<file path="config.mk">
export PLATFORM = sky130hd
export DESIGN_NAME = c_fetch_buffer
export DESIGN_NICKNAME = d
export VERILOG_FILES = /design/src/rtl/c_fetch_buffer.sv
export SDC_FILE = /design/constraint.sdc
export NUM_CORES = 1
export LEC_CHECK = 0
export BUFFER_PORTS_ARGS = -buffer_cell sky130_fd_sc_hd__clkbuf_2
export CAP_MARGIN = 20
export CELL_PAD_IN_SITES_DETAIL_PLACEMENT = 0
export CELL_PAD_IN_SITES_GLOBAL_PLACEMENT = 1
export CORE_ASPECT_RATIO = 0.8
export CORE_MARGIN = 5
export CORE_UTILIZATION = 40
export DETAILED_ROUTE_END_ITERATION = 10
export GPL_ROUTABILITY_DRIVEN = 0
export PLACE_DENSITY = 0.81
export SLEW_MARGIN = 20
export SYNTH_ARGS = -nofsm -noshare
export SYNTH_HDL_FRONTEND = slang
export SYNTH_SLANG_ARGS = --single-unit
export TNS_END_PERCENT = 50
</file>
<file path="constraint.sdc">
create_clock -name clk -period 11.8 [get_ports clk]
set_clock_uncertainty 0.1 [all_clocks]
set_input_delay 0.59 -clock clk [delete_from_list [all_inputs] [get_ports clk]]
set_output_delay 0.59 -clock clk [all_outputs]
set_load 0.05 [all_outputs]
</file>
<file path="src/rtl/c_fetch_buffer.sv">
// rtl/c_fetch_buffer.sv - halfword-granular instruction prefetch buffer
//
// Fetches aligned words from the I-cache, keeps them as halfwords in a small
// circular queue and presents the head as a 32-bit window for the
// compressed-extension stage, so word-straddling 32-bit instructions need no
// refetch.
//
// Ports:
//   clk, reset          clock, asynchronous active-low reset
//   flush_i, flush_pc_i redirect and its halfword-aligned target
//   ic_req_o, ic_addr_o fetch request and its word address
//   ic_gnt_i            I-cache accepts the request
//   ic_rsp_valid_i/data response word (little-endian halfwords)
//   out_valid_o/ready_i instruction handshake towards the decoder
//   out_instr_o         {next halfword, head halfword}
//   out_pc_o            PC of the head halfword
//   out_is_comp_o       head halfword is a compressed instruction
module c_fetch_buffer #(
   parameter int unsigned DEPTH_HW = 8,
   parameter logic [31:0] RESET_PC = 32'h0000_0000
) (
   input  logic        clk,
   input  logic        reset,
   input  logic        flush_i,
   input  logic [31:0] flush_pc_i,
   output logic        ic_req_o,
   output logic [31:0] ic_addr_o,
   input  logic        ic_gnt_i,
   input  logic        ic_rsp_valid_i,
   input  logic [31:0] ic_rsp_data_i,
   output logic        out_valid_o,
   input  logic        out_ready_i,
   output logic [31:0] out_instr_o,
   output logic [31:0] out_pc_o,
   output logic        out_is_comp_o
);

   localparam int unsigned PW = $clog2(DEPTH_HW);
   localparam int unsigned CW = PW + 1;
   localparam logic [CW-1:0] DEPTH_C = CW'(DEPTH_HW);

   logic [15:0]   mem [DEPTH_HW];
   logic [PW-1:0] rd_ptr;
   logic [PW-1:0] wr_ptr;
   logic [CW-1:0] count;
   logic [31:0]   fetch_pc;
   logic [31:0]   out_pc;
   logic          drop_low;
   logic          outstanding;
   logic          kill;

   logic [15:0]   head_hw;
   logic [15:0]   next_hw;
   logic          has_one;
   logic          has_two;
   logic          head_comp;
   logic          pop;
   logic [CW-1:0] pop_n;
   logic [CW-1:0] push_n;
   logic [CW-1:0] count_after_pop;
   logic          rsp_take;
   logic          rsp_write;
   logic [15:0]   wr_hw0;
   logic [15:0]   wr_hw1;

   always_comb begin
      has_one   = (count != '0);
      has_two   = (count >= CW'(2));
      head_hw   = has_one ? mem[rd_ptr] : 16'h0;
      next_hw   = has_two ? mem[rd_ptr + PW'(1)] : 16'h0;
      head_comp = has_one && (head_hw[1:0] != 2'b11);

      out_valid_o   = !flush_i && (head_comp || has_two);
      out_instr_o   = {next_hw, head_hw};
      out_pc_o      = out_pc;
      out_is_comp_o = head_comp;

      pop   = out_valid_o && out_ready_i;
      pop_n = '0;
      if (pop) begin
         pop_n = head_comp ? CW'(1) : CW'(2);
      end
      count_after_pop = count - pop_n;

      // Space is judged after this cycle's pop; with a single outstanding
      // request, two free slots here can never be consumed before the
      // response lands. Reset gating keeps the request low while held.
      ic_req_o  = reset && !outstanding && !kill && !flush_i &&
                  ((DEPTH_C - count_after_pop) >= CW'(2));
      ic_addr_o = {fetch_pc[31:2], 2'b00};

      // Responses are only meaningful while a request is in flight, so a
      // late response after reset is ignored.
      rsp_take  = ic_rsp_valid_i && outstanding;
      rsp_write = rsp_take && !kill && !flush_i;
      push_n    = '0;
      if (rsp_write) begin
         push_n = drop_low ? CW'(1) : CW'(2);
      end
      wr_hw0 = drop_low ? ic_rsp_data_i[31:16] : ic_rsp_data_i[15:0];
      wr_hw1 = ic_rsp_data_i[31:16];
   end

   // Halfword storage; contents are only observed when count says so.
   always_ff @(posedge clk) begin
      if (rsp_write) begin
         mem[wr_ptr] <= wr_hw0;
         if (!drop_low) begin
            mem[wr_ptr + PW'(1)] <= wr_hw1;
         end
      end
   end

   always_ff @(posedge clk or negedge reset) begin
      if (!reset) begin
         rd_ptr      <= '0;
         wr_ptr      <= '0;
         count       <= '0;
         fetch_pc    <= RESET_PC;
         out_pc      <= RESET_PC;
         drop_low    <= RESET_PC[1];
         outstanding <= 1'b0;
         kill        <= 1'b0;
      end else if (flush_i) begin
         rd_ptr      <= '0;
         wr_ptr      <= '0;
         count       <= '0;
         out_pc      <= {flush_pc_i[31:1], 1'b0};
         fetch_pc    <= {flush_pc_i[31:2], 2'b00};
         drop_low    <= flush_pc_i[1];
         // A response arriving with the flush is simply dropped; otherwise
         // the in-flight one must be swallowed when it shows up.
         outstanding <= outstanding && !ic_rsp_valid_i;
         kill        <= outstanding && !ic_rsp_valid_i;
      end else begin
         if (ic_req_o && ic_gnt_i) begin
            outstanding <= 1'b1;
            fetch_pc    <= fetch_pc + 32'd4;
         end else if (rsp_take) begin
            outstanding <= 1'b0;
            kill        <= 1'b0;
         end
         if (rsp_write) begin
            drop_low <= 1'b0;
         end
         rd_ptr <= rd_ptr + pop_n[PW-1:0];
         wr_ptr <= wr_ptr + push_n[PW-1:0];
         count  <= count_after_pop + push_n;
         out_pc <= out_pc + 32'({pop_n, 1'b0});
      end
   end

endmodule

</file>
Word level (Yosys, flattened, before mapping)
Memories as Yosys holds them, arrays and structs flattened.
Index checks and enable logic that the tools add are counted.
{"block": "totals", "input_bits": 70, "n_memories": 1, "regBits": 77, "ramBits": 128, "elab_cells": 70, "out_inout_bits": 99}
{"block": "classes", "n_mux": 25, "n_eq_ne": 2, "n_lt_le_gt_ge": 2, "addsub": 9, "reduce_logical": 23}
{"name": "mem", "words": 8, "width": 16, "read_ports": 2, "rd_clocked_by_memory_dff": 0, "write_ports": 2, "line": "42", "rtl": "logic [15:0] mem [DEPTH_HW];"}
{"op": "$mux W32", "n": 3}
{"op": "$mux W16", "n": 3}
{"op": "$add A32 B3 Y32", "n": 1}
{"op": "$add A32 B3 Y32 const B", "n": 1}
{"op": "$logic_and A1 B1 Y1", "n": 12}
{"op": "$mux W1", "n": 12}
{"op": "$ge A4 B2 Y1 const B", "n": 2}
{"op": "$mux W2", "n": 4}
{"op": "$add A3 B1 Y3 const B", "n": 2}
{"op": "$mux W3", "n": 2}
{"op": "$reduce_bool A2 Y1", "n": 3}
{"op": "$add A4 B4 Y4", "n": 1}
{"op": "$logic_not A1 Y1", "n": 4}
{"op": "$mux W4", "n": 1}
{"op": "$ne A2 B2 Y1 const B", "n": 2}
{"op": "$reduce_bool A4 Y1", "n": 1}
{"op": "$sub A4 B4 Y4", "n": 1}
{"op": "$sub A4 B4 Y4 const A", "n": 1}
{"op": "$add A3 B2 Y3", "n": 1}
{"op": "$add A3 B3 Y3", "n": 1}
{"op": "$reduce_bool A3 Y1", "n": 1}
{"op": "$reduce_and A2 Y1", "n": 1}
{"op": "$logic_or A1 B1 Y1", "n": 1}

Depth between registers and ports, before layout
{"block": "logic_depth", "word_depth": 15, "ltp_mapped": 15, "ltp_nobuf": 13}

Worst setup path before layout
No wires, ideal clock.
{"block": "synth_timing", "kind": "flip-flop to output port", "startpoint": "register rd_ptr[0]", "endpoint": "output port ic_req_o", "t_arrival_ns": 4.584, "setup_slack_ns": 6.526, "stages_incl_launch_ff": 13, "required_ns": 11.110, "n_path_buf": 1, "cell_sequence": "dfrtp_1 -> buf_2 -> mux4_2 -> nand3_1 -> o21ai_0 -> nor2_1 -> and3_1 -> ha_1 -> fa_1 -> ha_1 -> xnor2_1 -> nor3_2 -> a21boi_0"}
{"block": "synth_via", "elab_chain_len": 12, "elab_cells_between_ends": 13, "classes_between": "add/sub: 2; order compare: 1; eq/ne: 1; mux: 3; reduce/logical: 5; memory: 1"}
{"item": "start, declared", "line": "43", "rtl": "logic [PW-1:0] rd_ptr;"}
{"item": "start signal, assigned", "line": "146", "rtl": "rd_ptr <= rd_ptr + pop_n[PW-1:0];"}
{"item": "$mem_v2 Z8 W16 (*)"}
{"item": "$mux W16 (*)", "line": "69", "rtl": "head_hw = has_one ? mem[rd_ptr] : 16'h0;"}
{"item": "$ne A2 B2 Y1 (*)", "line": "71", "rtl": "head_comp = has_one && (head_hw[1:0] != 2'b11);"}
{"item": "$logic_and A1 B1 Y1 (*)", "line": "71"}
{"item": "named net out_is_comp_o", "line": "35", "rtl": "output logic out_is_comp_o"}
{"item": "$logic_or A1 B1 Y1", "line": "73", "rtl": "out_valid_o = !flush_i && (head_comp || has_two);"}
{"item": "$logic_and A1 B1 Y1", "line": "73"}
{"item": "$logic_and A1 B1 Y1", "line": "78", "rtl": "pop = out_valid_o && out_ready_i;"}
{"item": "$mux W2 (*)", "line": "80", "rtl": "if (pop) begin"}
{"item": "$sub A4 B4 Y4 (*)", "line": "83", "rtl": "count_after_pop = count - pop_n;"}
{"item": "$sub A4 B4 Y4 (*)", "line": "89", "rtl": "((DEPTH_C - count_after_pop) >= CW'(2));"}
{"item": "$ge A4 B2 Y1 (*)", "line": "89"}
{"item": "$logic_and A1 B1 Y1 (*)", "line": "88", "rtl": "ic_req_o = reset && !outstanding && !kill && !flush_i &&"}
{"item": "end, declared", "line": "26", "rtl": "output logic ic_req_o,"}
The timed path passes the listed nets; every way through them passes the cells marked *.

Worst setup path in the final report
{"block": "layout_timing", "startpoint": "register rd_ptr[1]", "endpoint": "output port ic_req_o"}
{"block": "layout_via", "elab_chain_len": 12, "elab_cells_between_ends": 13, "classes_between": "add/sub: 2; order compare: 1; eq/ne: 1; mux: 3; reduce/logical: 5; memory: 1"}
{"item": "$mem_v2 Z8 W16 (*)"}
{"item": "$mux W16 (*)", "line": "69"}
{"item": "$ne A2 B2 Y1 (*)", "line": "71"}
{"item": "$logic_and A1 B1 Y1 (*)", "line": "71"}
{"item": "$logic_or A1 B1 Y1", "line": "73"}
{"item": "$logic_and A1 B1 Y1", "line": "73"}
{"item": "$logic_and A1 B1 Y1", "line": "78"}
{"item": "$mux W2 (*)", "line": "80"}
{"item": "$sub A4 B4 Y4 (*)", "line": "83"}
{"item": "$sub A4 B4 Y4 (*)", "line": "89"}
{"item": "$ge A4 B2 Y1 (*)", "line": "89"}
{"item": "$logic_and A1 B1 Y1 (*)", "line": "88"}
Mark *: on every way between the ends. The rest lies on a longest branch, timed or not.

==> impl_results.md <==
* Nets@finish at 1321
* Post-Syn Area per Cell at between 10 and 15 um^2
* Setup CP Type: register to output pin
* Placed Area at between 10000 and 15000 um^2
* Setup tns final at 0 ps
* Chip width at 202.8 um
* Max_slew headroom at 24.45%
* CTS Sinks at 202
* Routed via count at 9129
* Critical R2R Launch: rd_ptr[1]
* R2R Setup Slk at 6870 ps
* Synth async-reset ratio at a little over a third
* Worst R2R End: fetch_pc[15]
* Drt via density at approximately 5.6
* Fin worst setup slack at a little under 7000 ps
* Synth area leader: edfxtp_1
* Hold Path Sink: outstanding
* Remaining DRCs at 0
* Final worst path period share at roughly 43%
* Worst-Margin Slew at 1123 ps
* Number of synthesized flops with an enable pin at roughly 130
* Vias in the first global route at between 9000 and 10000
* Yosys warnings at 0
* Drt wl/cell at between 20 and 25 um
* # IOs at 169
* Maximum vdd ir drop at between 0.09 and 0.1 mV
* FP Rows at between 50 and 60
* Hold Path Class: input port to register
* Final setup violation count at 0
* H-tree levels at 1
* DRT Pass-1 Iters at 5
* Crit path DAT at between 4000 and 5000 ps
* F_max at just under 200 MHz
* Initial antenna violation count at 1
* Critical path endpoint category: output pin
* Synth unique cells at between 50 and 60
* HPWL after DPL at between 20 and 25 mm
* Outcome: finished, final reports clean
* Num CTS Buffers at 23
* Yosys reg bits at between 200 and 250
* Share of cells above drive strength 1 at about a quarter
* Commonest non-fill, non-tap cells in the layout: clkbuf_2 (162), nor2_1 (139), edfxtp_1 (128)
* Area Growth Syn to Fin at 17.13%
* Most common flop cell mapped by yosys: edfxtp_1
* Register area share after synthesis at between 40% and 50%
* Port Buffers at 164
* Antenna Nets Post-Route at 0
* Dpl ws at roughly 6200 ps
* GRT Total Usage at between 20% and 30%
* Hold Fails Final Rpt at 0
* Hold depth at 2
* Hold Crit Start: ic_rsp_valid_i
* Core Box Area at just under 30000 um^2
* Syn Inst Count at approximately 1100
* Max-slew violations at 0
* Register clock-pin slew on the reported worst setup and hold paths at 60 ps
* Worst-case reg-to-reg path depth at 15
* 1st-iter DRT viols at 965
* WL final at 34.62 mm
* Synthesized area at between 10000 and 15000 um^2
* Synth area leaders: edfxtp_1 (32%), dfrtp_1 (16%), mux4_2 (12%)
* Most common cell after layout, fill and taps aside: clkbuf_2
* Minimum clock period after layout at about 5000 ps
* Die Y at approximately 160 um
* First-pass GRT wire length at 52.85 mm
* Clock Tree Root: clkbuf_16
* Die ar. at 33320 um^2
* RSZ-0062 raised after global routing: no
* CTS tree: built
* Final instance area at 13940 um^2
* Starting Density at around 41%
* LEAKAGE at approximately 5.3 nW
* Clk_lat worst skew at roughly 540 ps
* Total gr overflow at 0
* Pwr/cell area at 190.2 nW/um^2
* Critical Path Fanout Max at 33
* Pin count of the biggest net entering global routing at 96
* Synth top area share at between 30 and 40%
* WP data required at between 10000 and 15000 ps
* CTS max path bufs at 3
* Post-CTS setup buffer count at 0
* Critical path launch point type: register
* Max Cap Violations at 0
## worst max path at each step
stage	from	endpoint	slack [ps]	depth (start not counted)
after floorplan	rd_ptr[0]	ic_req_o	6530	12
after global placement	rd_ptr[0]	fetch_pc[15]	6300	13
after detailed placement	rd_ptr[0]	fetch_pc[15]	6240	13
after CTS	rd_ptr[0]	fetch_pc[15]	6160	13
after global routing	rd_ptr[1]	ic_req_o	6530	13
final	rd_ptr[1]	ic_req_o	6770	13
## cells by family after synthesis
logic type / after synthesis / synth area share [%]
AND/OR/NAND/NOR: 354 / 13.35
AO/OA/AOI/OAI: 211 / 10.14
flip-flops: 202 / 47.86
multiplexers: 145 / 18.96
buffers and inverters: 121 / 4.258
XOR/XNOR: 41 / 3.196
adder cells (fa/ha/maj): 18 / 2.208
other: 1 / 0.03151
## flip-flops by register name (all words and copies together), names as in the netlist
signal and cells:
drop_low 1, wr_ptr 3, fetch_pc 30, count 4, outstanding 1, out_pc_o 31, kill 1, rd_ptr 3
mem 128
## power breakdown
part           switching [mW]  total [mW]  internal (mW)  leakage [nW]
logic                   0.723        1.03          0.304          2.88
registers              0.0631       0.872          0.809          2.06
clock network           0.299       0.751          0.452         0.377
total                    1.09        2.65           1.57          5.33
## per-stage QoR
step	util (%)	instances	power, mW	hold WS [ps]
3_5_place_dp	44.59	1582	1.906	368.2
2_1_floorplan	-	1095	1.635	194.4
5_1_grt	47.48	1628	2.767	185.9
4_1_cts	47.28	1625	2.661	162.3
3_3_place_gp	44.59	1582	1.893	364.9
6_report	47.48	1628	2.651	177.0
## repair_timing
item                                    4_1_cts  5_1_grt
resized for setup                             0        0
hold endpoints to repair                     14        0
endpoints found under the setup margin        0        0
hold buffers                                  1        0
## critical path, cell delays in order, from the launching register on
cell and delay (ps):
dfrtp_1 390, buf_4 490, mux4_2 340, nand2_1 50, o21ai_0 310, nor2_1 100, and3_1 250, ha_1 220
fa_1 530, inv_1 110, nor3_1 210, xnor3_1 310, a21boi_0 180, clkbuf_2 320
## cell usage after synthesis (13+ instances only)
cell type and n:
dfrtp_1 74, ha_1 13, nand4_1 14, xor2_1 24, inv_1 42, nor3_1 15, edfxtp_1 128, mux4_2 64
nand3_1 38, a21oi_1 114, clkbuf_2 13, clkbuf_1 40, mux2i_1 78, nand2_1 95, o21ai_0 53, nor2_1 139
xnor2_1 15
## metal layers
| metal | vias to the layer above | wire length (um) | GRT usage, % |
|---|---|---|---|
| li1 | 4280 | - | - |
| met1 | 4471 | 15160 | 29.28 |
| met2 | 326 | 16150 | 32.27 |
| met3 | 52 | 2587 | 3.218 |
| met4 | 0 | 721 | 5.028 |
| met5 | - | 0 | 0 |
## layout make-up
class	count	area, um^2
Clock buffer	28	604.3
Sequential cell	202	5699
Clock inverter	14	175.2
Fill cell	2671	15420
Multi-Input combinational cell	772	5752
Inverter	42	157.7
Tap cell	377	471.7
Timing Repair Buffer	192	1076
Antenna cell	1	2.502
Power figures use the tool's default switching activity.
